**src/rtl/seq_scan_if.sv**
```systemverilog
// rtl/seq_scan_if.sv - host-side bundle for the serial pattern scan controller
interface seq_scan_if #(
    parameter int PAT_W = 8,
    parameter int LEN_W = 4,
    parameter int CNT_W = 8,
    parameter int BUD_W = 16
);
    logic             start;
    logic [PAT_W-1:0] cfg_pattern;
    logic [LEN_W-1:0] cfg_len;
    logic             cfg_overlap;
    logic [CNT_W-1:0] cfg_target;
    logic [BUD_W-1:0] cfg_budget;
    logic             xin;
    logic             xin_valid;
    logic             abort;
    logic             busy;
    logic             match;
    logic [CNT_W-1:0] match_cnt;
    logic             done;
    logic             result_hit;
    logic             result_timeout;
    logic             cfg_err;

    modport master (
        output start, cfg_pattern, cfg_len, cfg_overlap, cfg_target, cfg_budget,
        output xin, xin_valid, abort,
        input  busy, match, match_cnt, done, result_hit, result_timeout, cfg_err
    );

    modport slave (
        input  start, cfg_pattern, cfg_len, cfg_overlap, cfg_target, cfg_budget,
        input  xin, xin_valid, abort,
        output busy, match, match_cnt, done, result_hit, result_timeout, cfg_err
    );
endinterface

```
**src/rtl/seq_scan_ctrl.sv**
```systemverilog
// rtl/seq_scan_ctrl.sv - session engine: programmable serial pattern detect, count, terminate
module seq_scan_ctrl #(
    parameter int PAT_W = 8,
    parameter int LEN_W = 4,
    parameter int CNT_W = 8,
    parameter int BUD_W = 16
) (
    input  logic       clk,
    input  logic       reset,
    seq_scan_if.slave  bus
);
    typedef enum logic [1:0] {S_IDLE, S_SCAN, S_DONE} state_t;

    state_t           r_state;
    state_t           w_next;

    logic [PAT_W-1:0] r_pat;
    logic [LEN_W-1:0] r_len;
    logic             r_overlap;
    logic [CNT_W-1:0] r_target;
    logic [BUD_W-1:0] r_budget;
    logic [PAT_W-2:0] r_hist;
    logic [LEN_W-1:0] r_seen;
    logic [BUD_W-1:0] r_bit_cnt;
    logic [CNT_W-1:0] r_match_cnt;
    logic             r_hit;
    logic             r_timeout;
    logic             r_cfg_err;
    logic             r_match;

    logic [PAT_W-1:0] w_shift;
    logic [PAT_W-1:0] w_mask;
    logic [LEN_W:0]   w_seen_inc;
    logic [LEN_W-1:0] w_seen_sat;
    logic             w_window_full;
    logic             w_accept;
    logic             w_match;
    logic [CNT_W-1:0] w_cnt_inc;
    logic [BUD_W-1:0] w_bit_inc;
    logic             w_hit_end;
    logic             w_budget_end;
    logic             w_cfg_bad;

    // The newest bit lands in bit 0, so pattern bit [len-1] faces the oldest bit of the window.
    assign w_shift       = {r_hist, bus.xin};
    assign w_seen_inc    = {1'b0, r_seen} + 1'b1;
    assign w_window_full = (w_seen_inc >= {1'b0, r_len});
    assign w_seen_sat    = w_window_full ? r_len : w_seen_inc[LEN_W-1:0];
    assign w_accept      = (r_state == S_SCAN) && bus.xin_valid && !bus.abort;
    assign w_cnt_inc     = r_match_cnt + 1'b1;
    assign w_bit_inc     = r_bit_cnt + 1'b1;
    assign w_cfg_bad     = (bus.cfg_len == '0) || (int'(bus.cfg_len) > PAT_W) ||
                           (bus.cfg_target == '0);

    always_comb begin
        w_mask = '0;
        for (int i = 0; i < PAT_W; i++) begin
            w_mask[i] = (i < int'(r_len));
        end
    end

    assign w_match      = w_window_full && (((w_shift ^ r_pat) & w_mask) == '0);
    assign w_hit_end    = w_match && (w_cnt_inc == r_target);
    assign w_budget_end = (r_budget != '0) && (w_bit_inc == r_budget);

    always_ff @(posedge clk or negedge reset) begin
        if (!reset) begin
            r_state <= S_IDLE;
        end else begin
            r_state <= w_next;
        end
    end

    always_comb begin
        w_next = r_state;
        case (r_state)
            S_IDLE: begin
                if (bus.start) begin
                    w_next = w_cfg_bad ? S_DONE : S_SCAN;
                end
            end
            S_SCAN: begin
                // Abort outranks everything; a hit on the budget's last bit still reports as a hit.
                if (bus.abort) begin
                    w_next = S_DONE;
                end else if (bus.xin_valid && (w_hit_end || w_budget_end)) begin
                    w_next = S_DONE;
                end
            end
            default: begin
                w_next = S_IDLE;
            end
        endcase
    end

    always_comb begin
        bus.busy = (r_state == S_SCAN);
        bus.done = (r_state == S_DONE);
    end

    always_ff @(posedge clk or negedge reset) begin
        if (!reset) begin
            r_pat       <= '0;
            r_len       <= '0;
            r_overlap   <= 1'b0;
            r_target    <= '0;
            r_budget    <= '0;
            r_hist      <= '0;
            r_seen      <= '0;
            r_bit_cnt   <= '0;
            r_match_cnt <= '0;
            r_hit       <= 1'b0;
            r_timeout   <= 1'b0;
            r_cfg_err   <= 1'b0;
            r_match     <= 1'b0;
        end else begin
            r_match <= 1'b0;
            if (r_state == S_IDLE && bus.start) begin
                r_pat       <= bus.cfg_pattern;
                r_len       <= bus.cfg_len;
                r_overlap   <= bus.cfg_overlap;
                r_target    <= bus.cfg_target;
                r_budget    <= bus.cfg_budget;
                r_hist      <= '0;
                r_seen      <= '0;
                r_bit_cnt   <= '0;
                r_match_cnt <= '0;
                r_hit       <= 1'b0;
                r_timeout   <= 1'b0;
                r_cfg_err   <= w_cfg_bad;
            end else if (w_accept) begin
                r_hist    <= w_shift[PAT_W-2:0];
                r_bit_cnt <= w_bit_inc;
                if (w_match) begin
                    r_match     <= 1'b1;
                    r_match_cnt <= w_cnt_inc;
                    // Without overlap the history stays, but the next match needs len fresh bits.
                    r_seen      <= r_overlap ? w_seen_sat : '0;
                end else begin
                    r_seen <= w_seen_sat;
                end
                if (w_hit_end) begin
                    r_hit <= 1'b1;
                end else if (w_budget_end) begin
                    r_timeout <= 1'b1;
                end
            end
        end
    end

    assign bus.match          = r_match;
    assign bus.match_cnt      = r_match_cnt;
    assign bus.result_hit     = r_hit;
    assign bus.result_timeout = r_timeout;
    assign bus.cfg_err        = r_cfg_err;
endmodule

```
**src/flat_wrapper.sv**
```systemverilog
// flat-port wrapper written by rule: the top's interface ports become plain ports
module seq_scan_ctrl_flat 
#(
    parameter int PAT_W = 8,
    parameter int LEN_W = 4,
    parameter int CNT_W = 8,
    parameter int BUD_W = 16
)
  (clk, reset, bus_start, bus_cfg_pattern, bus_cfg_len, bus_cfg_overlap, bus_cfg_target, bus_cfg_budget, bus_xin, bus_xin_valid, bus_abort, bus_busy, bus_match, bus_match_cnt, bus_done, bus_result_hit, bus_result_timeout, bus_cfg_err);
  seq_scan_if #(.PAT_W(PAT_W), .LEN_W(LEN_W), .CNT_W(CNT_W), .BUD_W(BUD_W)) bus_i ();
  input  logic clk;
  input  logic reset;
  input wire logic [$bits(bus_i.start)-1:0] bus_start;
  input wire logic [$bits(bus_i.cfg_pattern)-1:0] bus_cfg_pattern;
  input wire logic [$bits(bus_i.cfg_len)-1:0] bus_cfg_len;
  input wire logic [$bits(bus_i.cfg_overlap)-1:0] bus_cfg_overlap;
  input wire logic [$bits(bus_i.cfg_target)-1:0] bus_cfg_target;
  input wire logic [$bits(bus_i.cfg_budget)-1:0] bus_cfg_budget;
  input wire logic [$bits(bus_i.xin)-1:0] bus_xin;
  input wire logic [$bits(bus_i.xin_valid)-1:0] bus_xin_valid;
  input wire logic [$bits(bus_i.abort)-1:0] bus_abort;
  output wire logic [$bits(bus_i.busy)-1:0] bus_busy;
  output wire logic [$bits(bus_i.match)-1:0] bus_match;
  output wire logic [$bits(bus_i.match_cnt)-1:0] bus_match_cnt;
  output wire logic [$bits(bus_i.done)-1:0] bus_done;
  output wire logic [$bits(bus_i.result_hit)-1:0] bus_result_hit;
  output wire logic [$bits(bus_i.result_timeout)-1:0] bus_result_timeout;
  output wire logic [$bits(bus_i.cfg_err)-1:0] bus_cfg_err;
  assign bus_i.start = bus_start;
  assign bus_i.cfg_pattern = bus_cfg_pattern;
  assign bus_i.cfg_len = bus_cfg_len;
  assign bus_i.cfg_overlap = bus_cfg_overlap;
  assign bus_i.cfg_target = bus_cfg_target;
  assign bus_i.cfg_budget = bus_cfg_budget;
  assign bus_i.xin = bus_xin;
  assign bus_i.xin_valid = bus_xin_valid;
  assign bus_i.abort = bus_abort;
  assign bus_busy = bus_i.busy;
  assign bus_match = bus_i.match;
  assign bus_match_cnt = bus_i.match_cnt;
  assign bus_done = bus_i.done;
  assign bus_result_hit = bus_i.result_hit;
  assign bus_result_timeout = bus_i.result_timeout;
  assign bus_cfg_err = bus_i.cfg_err;
  seq_scan_ctrl #(.PAT_W(PAT_W), .LEN_W(LEN_W), .CNT_W(CNT_W), .BUD_W(BUD_W)) u_core (.clk(clk), .reset(reset), .bus(bus_i));
endmodule
```
**config.mk**
```make
export PLATFORM = sky130hd
export DESIGN_NAME = seq_scan_ctrl_flat
export DESIGN_NICKNAME = d
export VERILOG_FILES = /design/src/rtl/seq_scan_if.sv /design/src/rtl/seq_scan_ctrl.sv /design/src/flat_wrapper.sv
export SDC_FILE = /design/constraint.sdc
export NUM_CORES = 1
export LEC_CHECK = 0
export ABC_AREA = 1
export BUFFER_PORTS_ARGS = -buffer_cell sky130_fd_sc_hd__buf_2
export CAP_MARGIN = 40
export CORE_MARGIN = 2
export CORE_UTILIZATION = 40
export CTS_CLUSTER_SIZE = 28
export DETAILED_ROUTE_END_ITERATION = 10
export PLACE_DENSITY = 0.62
export SYNTH_ARGS = -nofsm -noshare
export SYNTH_HDL_FRONTEND = slang
export SYNTH_SLANG_ARGS = --single-unit
```
**constraint.sdc**
```tcl
create_clock -name clk -period 3.9 [get_ports clk]
set_input_delay 1.17 -clock clk [delete_from_list [all_inputs] [get_ports clk]]
set_output_delay 1.17 -clock clk [all_outputs]
set_load 0.02 [all_outputs]
```
==> flow_summary.toml, run 1 <==
[route]
drt_iter0_drc = 122
drtAntennaViolNets = 0
drtPass1Iterations = 5
drc = 0
vias_per_cell = 5.053
wire_per_inst_um = 13.55
vias = 4007
drt_wl_total_um = 10750

[job]
cap_violations = 0

[synth]
synth_seq_area_share = 0.4509
syn-cell-area_um2 = 4329
ys.flop_type = "dfrtp_1"
syn_area_per_cell_um2 = 7.325
synth_most_common_cell = "nand2_1"
synth-edff-count = 0
yosys.area.top_type = "dfrtp_1"
synth_cell_types = 25
synthTopCellsByArea = "dfrtp_1 45%, nand2_1 17%, inv_1 6.3%"
synthTopCellsByCount = "194 x nand2_1, 78 x dfrtp_1, 73 x inv_1"
yosysTopAreaCellShare = 0.4509
synth_seq_cells = 78
synth_warnings = 0
synth_fp_nets = 641
synthesis.instances = 591
async_flop_share = 1.000

[run_status]
status = "complete, no violations"

[min_path]
hold_path.class = "reg2reg"
min_from = "u_core.r_overlap"

[place]
gp_congestion = 0.8341
hpwlAfterDp_um = 7995
port_buffers = 56
place_area_um2 = 4806

[clock_tree]
insertion_delay_ns = 0.35
cts_tree = "built"
post_cts_buffers = 0
cts.htree.levels = 3
clkTransAtPathRegs_ns = 0.09
cts-resized-gates = 0
clock-sinks = 78
cts.path.max_buffers = 2
cts_root_buf = "clkbuf_8"
cts_buffers = 9
holdBufCountCts = 0

[timing]
setup_tns_ns = 0
drv_slew = 0
tightest_slew_ns = 0.5515
hold_viol_final = 0
finalSetupViolCount = 0
min_period_ns = 2.620
fmax_ghz = 0.3817
finClkSkew_ns = 0.01128
period_share = 0.6717
max-slew-margin-rel = 0.6301
rsz0062_at_grt = "no"

[die]
die_x_um = 108.0
rows = 37
ios = 57
design.core.area_um2 = 10420
dieHeight_um = 108.0
die_area_um2 = 11670
initial_core_util = 0.4156

[finish]
areaGrowthSynthToFinish_pct = 15.66
drive_gt1_frac = 0.1294
antenna-diode-count = 0
final_nets = 702
design_area_um2 = 5007
fin_util = 0.4807

[global_route]
grt_max_degree = 61
overflow = 0
grt.total_usage = 0.2007
antenna_found_initial = 0
grt_pass1_wl_um = 18510
grt_pass1_vias = 4102

[setup_path]
crit_type = "reg2reg"
reg2reg_from = "u_core.r_seen[0]"
endpoint_kind = "flip-flop"
cp.required_ns = 4.18
arrival_ns = 2.90
crit_fanout = 9
start_kind = "flip-flop"
r2r_setup_slack_ns = 1.28
cp-startpoint = "u_core.r_seen[0]"

[power_and_ir_drop]
p_int_mw = 1.762
power_density_nw_per_um2 = 586.0
pwr-share-clk = 0.215
swShare = 0.3996
netSwitchingPower_mw = 1.173
p_leak_nw = 2.522
combPwrFrac = 0.370
power_frac_seq = 0.415
ir_worst_vdd_v = 0.0003343
stage by stage:
stage	hold WS (ns)	cells	setup slack, ns	total power, mW
after floorplan	0.4436	591	1.703	1.980
after global placement	0.4605	776	1.144	2.274
after detailed placement	0.4629	777	1.042	2.312
after CTS	0.4834	793	1.286	2.958
after global routing	0.4932	793	0.9668	3.196
final	0.4758	793	1.280	2.934
flip-flops by register name, summed over array words and instances, names as in the netlist:
signal,cells
u_core.bus.cfg_err,1
u_core.bus.match,1
u_core.bus.match_cnt,8
u_core.bus.result_hit,1
u_core.bus.result_timeout,1
u_core.r_bit_cnt,16
u_core.r_budget,16
u_core.r_hist,7
u_core.r_len,4
u_core.r_overlap,1
u_core.r_pat,8
u_core.r_seen,4
u_core.r_state,2
u_core.r_target,8
cell families after synthesis:
family,share of synthesized area
and+or+nand+nor,0.3150
buffers and inverters,0.07543
AOI/OAI and AO/OA,0.09798
DFF,0.4509
xor gates and xnor gates,0.04046
adders and majority gates,0.02023
cells in the final DEF (no fill, tap or decap), drive strengths merged:
master	synthesis	final
a21o	1	1
nor3	3	3
ha	7	7
clkinvlp	0	1
nand4	14	14
dfrtp	78	78
o21a	1	1
nor2	50	50
nor4	1	1
o21ai	54	54
xnor2	4	4
bufinv	0	1
a21oi	2	2
o22ai	18	18
inv	73	73
xor2	16	16
a41oi	1	1
nand2	197	197
nor3b	1	1
clkbuf	13	13
nand3b	2	2
nand3	53	53
o21bai	1	1
buf	0	63
clkinv	1	2
critical path, stage by stage, from the launching register on:
cell and delay (ns):
dfrtp_1 0.42, ha_1 0.24, xor2_1 0.21, ha_1 0.30, a21o_1 0.17, nand3_1 0.07
nand4_1 0.27, nand3_1 0.26, nor2_1 0.11, nor2_1 0.17, inv_1 0.15, o21ai_0 0.17
cell type report:
cell class | count | area (um2)
inverters | 74 | 277.8
clock buffers | 13 | 158.9
fillers | 1106 | 5409
multi-input cells | 426 | 2051
well taps | 136 | 170.2
flip-flops and latches | 78 | 1952
repair buffers | 63 | 355.3
clock inverters | 3 | 42.54
power groups by stage:
stage | sequential [mW] | combinational [mW] | clock [mW]
3_5_place_dp | 1.23 | 1.08 | 0
3_3_place_gp | 1.23 | 1.05 | 0
2_1_floorplan | 1.18 | 0.799 | 0
5_1_grt | 1.25 | 1.26 | 0.689
6_report | 1.22 | 1.09 | 0.632
4_1_cts | 1.22 | 1.09 | 0.649
routing by layer:
layer / up-vias / GRT usage / part of all wire
li1: 2023 / - / -
met1: 1889 / 0.2581 / 0.46
met2: 82 / 0.3302 / 0.48
met3: 13 / 0.04461 / 0.045
met4: 0 / 0.07784 / 0.016
met5: - / 0 / 0
final timing paths:
| check | endpoint | depth (start not counted) |
|---|---|---|
| worst max-delay path | u_core.bus.match_cnt[1] | 11 |
| worst min-delay path | u_core.r_overlap | 2 |
| worst max register to register | u_core.bus.match_cnt[1] | 11 |
| worst min register to register | u_core.r_overlap | 2 |
| max in group asynchronous | u_core.r_budget[3] | 2 |
| min in group asynchronous | u_core.r_budget[11] | 1 |
Note: power is estimated with default switching activity, not from simulation.
==> run 2: changes to the inputs <==
- ABC_AREA: 1 -> 0
- PLACE_DENSITY: 0.62 -> 0.64
- clock period: 3.9 -> 2.25 ns (I/O delays scaled with it)
==> run 2 against run 1 <==
Compared with the run above: the run now ends with setup timing left; clock-buffer cell count shrank 4; power is 100% higher; setup slack got worse by 1.5 ns; sequential share of layout area decreased by 5.7 points; synthesized area grew 2.0%; clock power increased by 76%; maximum frequency is 8.2% higher; global-route usage rose by 1.3 points; highest routed layer unchanged; core utilization is 6.4 points higher; register-to-register slack got worse by 1.5 ns; first-iteration DRC count rose by 71%; synthesized cell count is 11% lower.
==> flow_summary.toml, run 2 <==
[finish]
final_nets = 690
multi_input_area_um2 = 2623
drive_gt1_frac = 0.3147
final_common_cell = "nand2_1"
reg_top3 = "u_core.r_bit_cnt x16, u_core.r_budget x16"
antenna-diode-count = 0
seqCellArea_um2 = 1959
layout_common_cells = "159 x nand2_1, 72 x dfrtp_1, 67 x buf_4"
fin_util = 0.5452
final.fill_count = 986
areaGrowthSynthToFinish_pct = 33.30

[synth]
synth_most_common_cell = "nand2_1"
synth.mux.area_fraction = 0.004535
synth_xor_area_frac = 0.08135
synth_seq_area_share = 0.4422
synth_fp_nets = 576
yosysTopAreaCellShare = 0.4422
yosys.area_share.adder = 0.01984
synth_simple_gate_area_frac = 0.2965
synth_top_family_by_area = "simple AND/OR/NAND/NOR gates"
synth-compound-area-share = 0.1241
synth_warnings = 0
synthTopCellsByArea = "dfrtp_1 44%, nand2_1 14%, xnor2_1 5.2%"
synthesis.instances = 526
ys.flop_type = "dfrtp_1"
yosys.area.top_type = "dfrtp_1"
syn_area_per_cell_um2 = 8.392
synth_seq_cells = 78
synthTopCellsByCount = "159 x nand2_1, 78 x dfrtp_1, 38 x o21ai_1"
synth_cell_types = 55
synth-edff-count = 0
async_flop_share = 1.000
syn-cell-area_um2 = 4414

[run_status]
violations = "setup timing"
status = "complete, but fails checks"

[route]
dr_wl_met2_um = 5842
drc = 0
drtPass1Iterations = 4
drt_iter0_drc = 209
vias = 4145
drt_wl_total_um = 12120
drtAntennaViolNets = 0
wire_per_inst_um = 15.44
highest_layer = "met4"
wl_met3_um = 522
vias_per_cell = 5.280
m1WireLength_um = 5474

[global_route]
overflow = 0
antenna_found_initial = 0
grt_pass1_wl_um = 19720
grt.total_usage = 0.2136
grt_pass1_vias = 4084
grt_max_degree = 42

[clock_tree]
cts_root_buf = "clkbuf_8"
clkTransAtPathRegs_ns = 0.09
cts_tree = "built"
cts.path.max_buffers = 2
cts_buffers = 9
cts.htree.levels = 3
clock-sinks = 78
holdBufCountCts = 0
insertion_delay_ns = 0.37

[die]
design.core.area_um2 = 10790
ios = 57
die_x_um = 109.1
initial_core_util = 0.4090
die_area_um2 = 11890
dieHeight_um = 109.1
rows = 38

[timing]
tightest_slew_ns = 0.6605
hold_ws_ns = 0.2508
fmax_ghz = 0.4129
finalSetupViolCount = 3
period_share = 1.076
drv_slew = 0
rsz0062_at_grt = "yes"
max-slew-margin-rel = 0.5541
finClkSkew_ns = 0.01180
min_period_ns = 2.422
setup_slack_ns = -0.1720
hold_viol_final = 0

[power_and_ir_drop]
ir_worst_vdd_v = 0.0005463
p_leak_nw = 2.885
power_density_nw_per_um2 = 1022

[job]
cap_violations = 0

[place]
port_buffers = 56
gp_congestion = 0.8725
hpwlAfterDp_um = 8743

[setup_path]
start_kind = "flip-flop"
crit_family = "simple AND/OR/NAND/NOR gates"
arrival_ns = 2.67
endpoint_kind = "flip-flop"
crit_type = "reg2reg"
critical_path.cell_chain = "ha_2, and3_1, and3_4, xnor2_1, a2111oi_0, nor4bb_4, nor3_2, or3_1"
max_stage_delay_ns = 0.46
cp.required_ns = 2.50
worst-path-buf-inv = 0
crit_slowest_cell = "a2111oi_0"
crit_fanout = 2

[min_path]
hold_path.class = "in2async"
run 2: repair_timing:
action	CTS	global route
endpoints found under the setup margin	9	12
buffers inserted	3	5
cloned	0	1
pin swaps	10	17
resized for setup	16	38
run 2: worst paths after layout:
path / from / end / slack, ns / cells after the start
max in group asynchronous: reset / u_core.r_bit_cnt[1] / 1.44 / 2
max: u_core.bus.match_cnt[0] / u_core.r_state[0] / -0.17 / 8
min reg2reg: u_core.r_overlap / u_core.r_overlap / 0.50 / 2
min: reset / u_core.r_seen[0] / 0.25 / 1
min in group clk: bus_cfg_budget[5] / u_core.r_budget[5] / 0.49 / 3
max reg2reg: u_core.bus.match_cnt[0] / u_core.r_state[0] / -0.17 / 8
run 2: where the power goes:
part	internal (mW)	switching, mW	total (mW)
Sequential	1.79	0.409	2.20
Clock	0.524	0.587	1.11
Combinational	1.21	1.49	2.70
Total	3.53	2.49	6.02
run 2: worst reg2reg max path, cell delays in order (launching register included):
cell and delay (ns):
dfrtp_2 0.41, ha_2 0.19, and3_1 0.19, and3_4 0.19, xnor2_1 0.14, a2111oi_0 0.46
nor4bb_4 0.33, nor3_2 0.08, or3_1 0.31
run 2: per-stage QoR:
stage          std cells  power (mW)  area (um2)  setup WS (ns)  setup TNS [ns]
2_1_floorplan        526       3.705        4477        -0.1191         -0.2815
3_3_place_gp         762       4.447        5356        -0.1916         -0.2794
3_5_place_dp         762       4.557        5356        -0.3620         -0.9937
5_1_grt              785       6.432        5884        -0.3273          -1.014
6_report             785       6.015        5884        -0.1720         -0.3401
4_1_cts              780       5.799        5658        -0.1725         -0.2845
run 2: cells by family (layout without fill, tap and decap cells):
logic type | Yosys count | after routing
xor gates and xnor gates | 41 | 41
DFF | 78 | 78
AOI/OAI and AO/OA | 92 | 92
buffers and inverters | 33 | 152
adders and majority gates | 7 | 7
muxes | 2 | 2
and+or+nand+nor | 273 | 273
run 2: final cells by class:
cell class              instances  share of cell area
clock buffers                   9             0.02105
clock inverters                 7             0.01361
repair buffers                130              0.1527
flip-flops and latches         78              0.3330
inverters                       6            0.004253
well taps                     140             0.02977
multi-input cells             415              0.4457
run 2: metal layers:
| metal | global-route usage | vias to the layer above |
|---|---|---|
| li1 | - | 2039 |
| met1 | 0.2911 | 1982 |
| met2 | 0.3447 | 99 |
| met3 | 0.03825 | 25 |
| met4 | 0.06685 | 0 |
| met5 | 0 | - |
==> run 3: changes to the inputs <==
- CORE_MARGIN: 2 -> unset
==> run 3 against run 2 <==
Compared with the run above: maximum frequency shrank 1.2%; largest cell class unchanged; highest routed layer unchanged; the run still ends with setup timing left; setup slack worse by 0.030 ns; clock-buffer cell count grew 1; clock skew shrank 0.0045 ns; routed wire length decreased by 2.1%; core utilization rose by 0.89 points; critical endpoint unchanged.
==> flow_summary.toml, run 3 (synthesis results as in run 2) <==
[place]
port_buffers = 56
placed_cells = 760
hpwlAfterDp_um = 8407
gp_congestion = 0.8601
place_area_um2 = 5341

[global_route]
grt_max_degree = 79
antenna_found_initial = 0
grt_pass1_vias = 3978
grt.total_usage = 0.2234
grt_pass1_wl_um = 19930
overflow = 0

[setup_path]
start_kind = "flip-flop"
crit_family = "simple AND/OR/NAND/NOR gates"
worstReg2RegEnd = "u_core.r_state[0]"
worst-path-buf-inv = 2
crit_type = "reg2reg"
cp_common_cell = "buf_6"
critical_path.cell_chain = "buf_6, ha_4, and3_4, buf_6, xnor2_4, mux2i_2, o22ai_2, nor4_4, nor3_2, or3_1"
r2r_setup_slack_ns = -0.20
reg2reg_from = "u_core.r_bit_cnt[1]"
max_stage_delay_ns = 0.45
cp.required_ns = 2.48
crit_fanout = 5
arrival_ns = 2.69
reg2regPathDepth = 10
endpoint_kind = "flip-flop"
crit_slowest_cell = "dfrtp_2"

[route]
drtAntennaViolNets = 0
drc = 0
vias = 4195
drt_wl_total_um = 11870
wire_per_inst_um = 14.99
drtPass1Iterations = 4
vias_per_cell = 5.297
drt_iter0_drc = 263

[finish]
final_nets = 701
drive_gt1_frac = 0.3003
reg_top3 = "u_core.r_bit_cnt x16, u_core.r_budget x16"
final.fill_count = 966
fin_util = 0.5541
design_area_um2 = 5823
layout_common_cells = "159 x nand2_1, 75 x buf_4, 74 x dfrtp_1"
antenna-diode-count = 0
final_common_cell = "nand2_1"
fin_cells = 792
multi_input_area_um2 = 2521
seqCellArea_um2 = 1957
areaGrowthSynthToFinish_pct = 31.92

[die]
rows = 37
ios = 57
design.core.area_um2 = 10510
die_area_um2 = 11460
die_x_um = 107.1
dieHeight_um = 107.1
initial_core_util = 0.4201

[timing]
hold_viol_final = 0
setup_tns_ns = -0.2455
finalSetupViolCount = 2
setup_slack_ns = -0.2021
rsz0062_at_grt = "yes"
drv_slew = 0
fmax_ghz = 0.4078
min_period_ns = 2.452
max-slew-margin-rel = 0.7140
period_share = 1.090
tightest_slew_ns = 0.4257
finClkSkew_ns = 0.007323

[clock_tree]
cts.path.max_buffers = 2
clkTransAtPathRegs_ns = 0.09
holdBufCountCts = 0
cts.htree.levels = 3
cts_buffers = 9
cts_tree = "built"
insertion_delay_ns = 0.35
cts_root_buf = "clkbuf_8"
clock-sinks = 78

[power_and_ir_drop]
combPwrFrac = 0.451
power.total_mw = 5.653
power_frac_seq = 0.386
pwr-share-clk = 0.163
swShare = 0.4112
p_int_mw = 3.328
ir_worst_vdd_v = 0.0005324
power_density_nw_per_um2 = 970.8
netSwitchingPower_mw = 2.325
p_leak_nw = 2.898

[min_path]
hold_path.class = "in2async"

[run_status]
violations = "setup timing"
status = "complete, but fails checks"

[job]
cap_violations = 0
run 3: changes by cell type in the layout (fill, tap and decap cells not counted), sizes merged:
cell	previous run	this run
buf	130	141
inv	8	6
clkbuf	9	10
bufinv	1	0
clkinvlp	2	4
run 3: power groups by stage:
stage / combinational, mW / clock [mW] / sequential (mW)
after global routing: 2.86 / 1.01 / 2.23
after CTS: 2.44 / 0.954 / 2.18
after detailed placement: 2.31 / 0 / 2.20
after floorplan: 1.58 / 0 / 2.13
after global placement: 2.26 / 0 / 2.18
final: 2.55 / 0.923 / 2.18
run 3: stage by stage:
stage / setup WS, ns / hold WS (ns)
floorplan: -0.1191 / 0.3794
global placement: -0.1934 / 0.4742
detailed placement: -0.2048 / 0.4863
CTS: -0.1321 / 0.3471
global route: -0.3251 / 0.3566
finish: -0.2021 / 0.3145
run 3: layout make-up:
class	count	area share
clock buffers	10	0.02192
clock inverters	6	0.006876
inverters	6	0.004727
multi-input cells	415	0.4330
flip-flops and latches	78	0.3361
well taps	136	0.02922
repair buffers	141	0.1682
run 3: how the worst max path moves through the flow:
stage                        start           endpoint  slack, ns  cells past startpoint
4_1_cts        u_core.r_bit_cnt[6]  u_core.r_state[0]      -0.13                      8
5_1_grt        u_core.r_bit_cnt[2]  u_core.r_state[0]      -0.33                     10
2_1_floorplan     u_core.r_seen[0]  u_core.r_state[0]      -0.12                      9
3_5_place_dp               bus_xin  u_core.r_state[0]      -0.20                      8
6_report       u_core.r_bit_cnt[1]  u_core.r_state[0]      -0.20                     10
3_3_place_gp   u_core.r_bit_cnt[4]  u_core.r_state[0]      -0.19                      7
run 3: timing repair:
item | in CTS | in global routing
pin swaps | 12 | 17
hold endpoints to repair | 0 | 0
gates resized for setup | 19 | 17
buffers inserted | 7 | 9
setup endpoints to repair | 9 | 10
run 3: routing by layer:
layer,vias to the layer above,track usage,part of all wire,routed length (um)
met4,0,0.06947,0.012,147
met2,123,0.3304,0.45,5358
met3,15,0.04620,0.055,648
li1,2062,-,-,-
met5,-,0,0,0
met1,1995,0.3264,0.48,5715
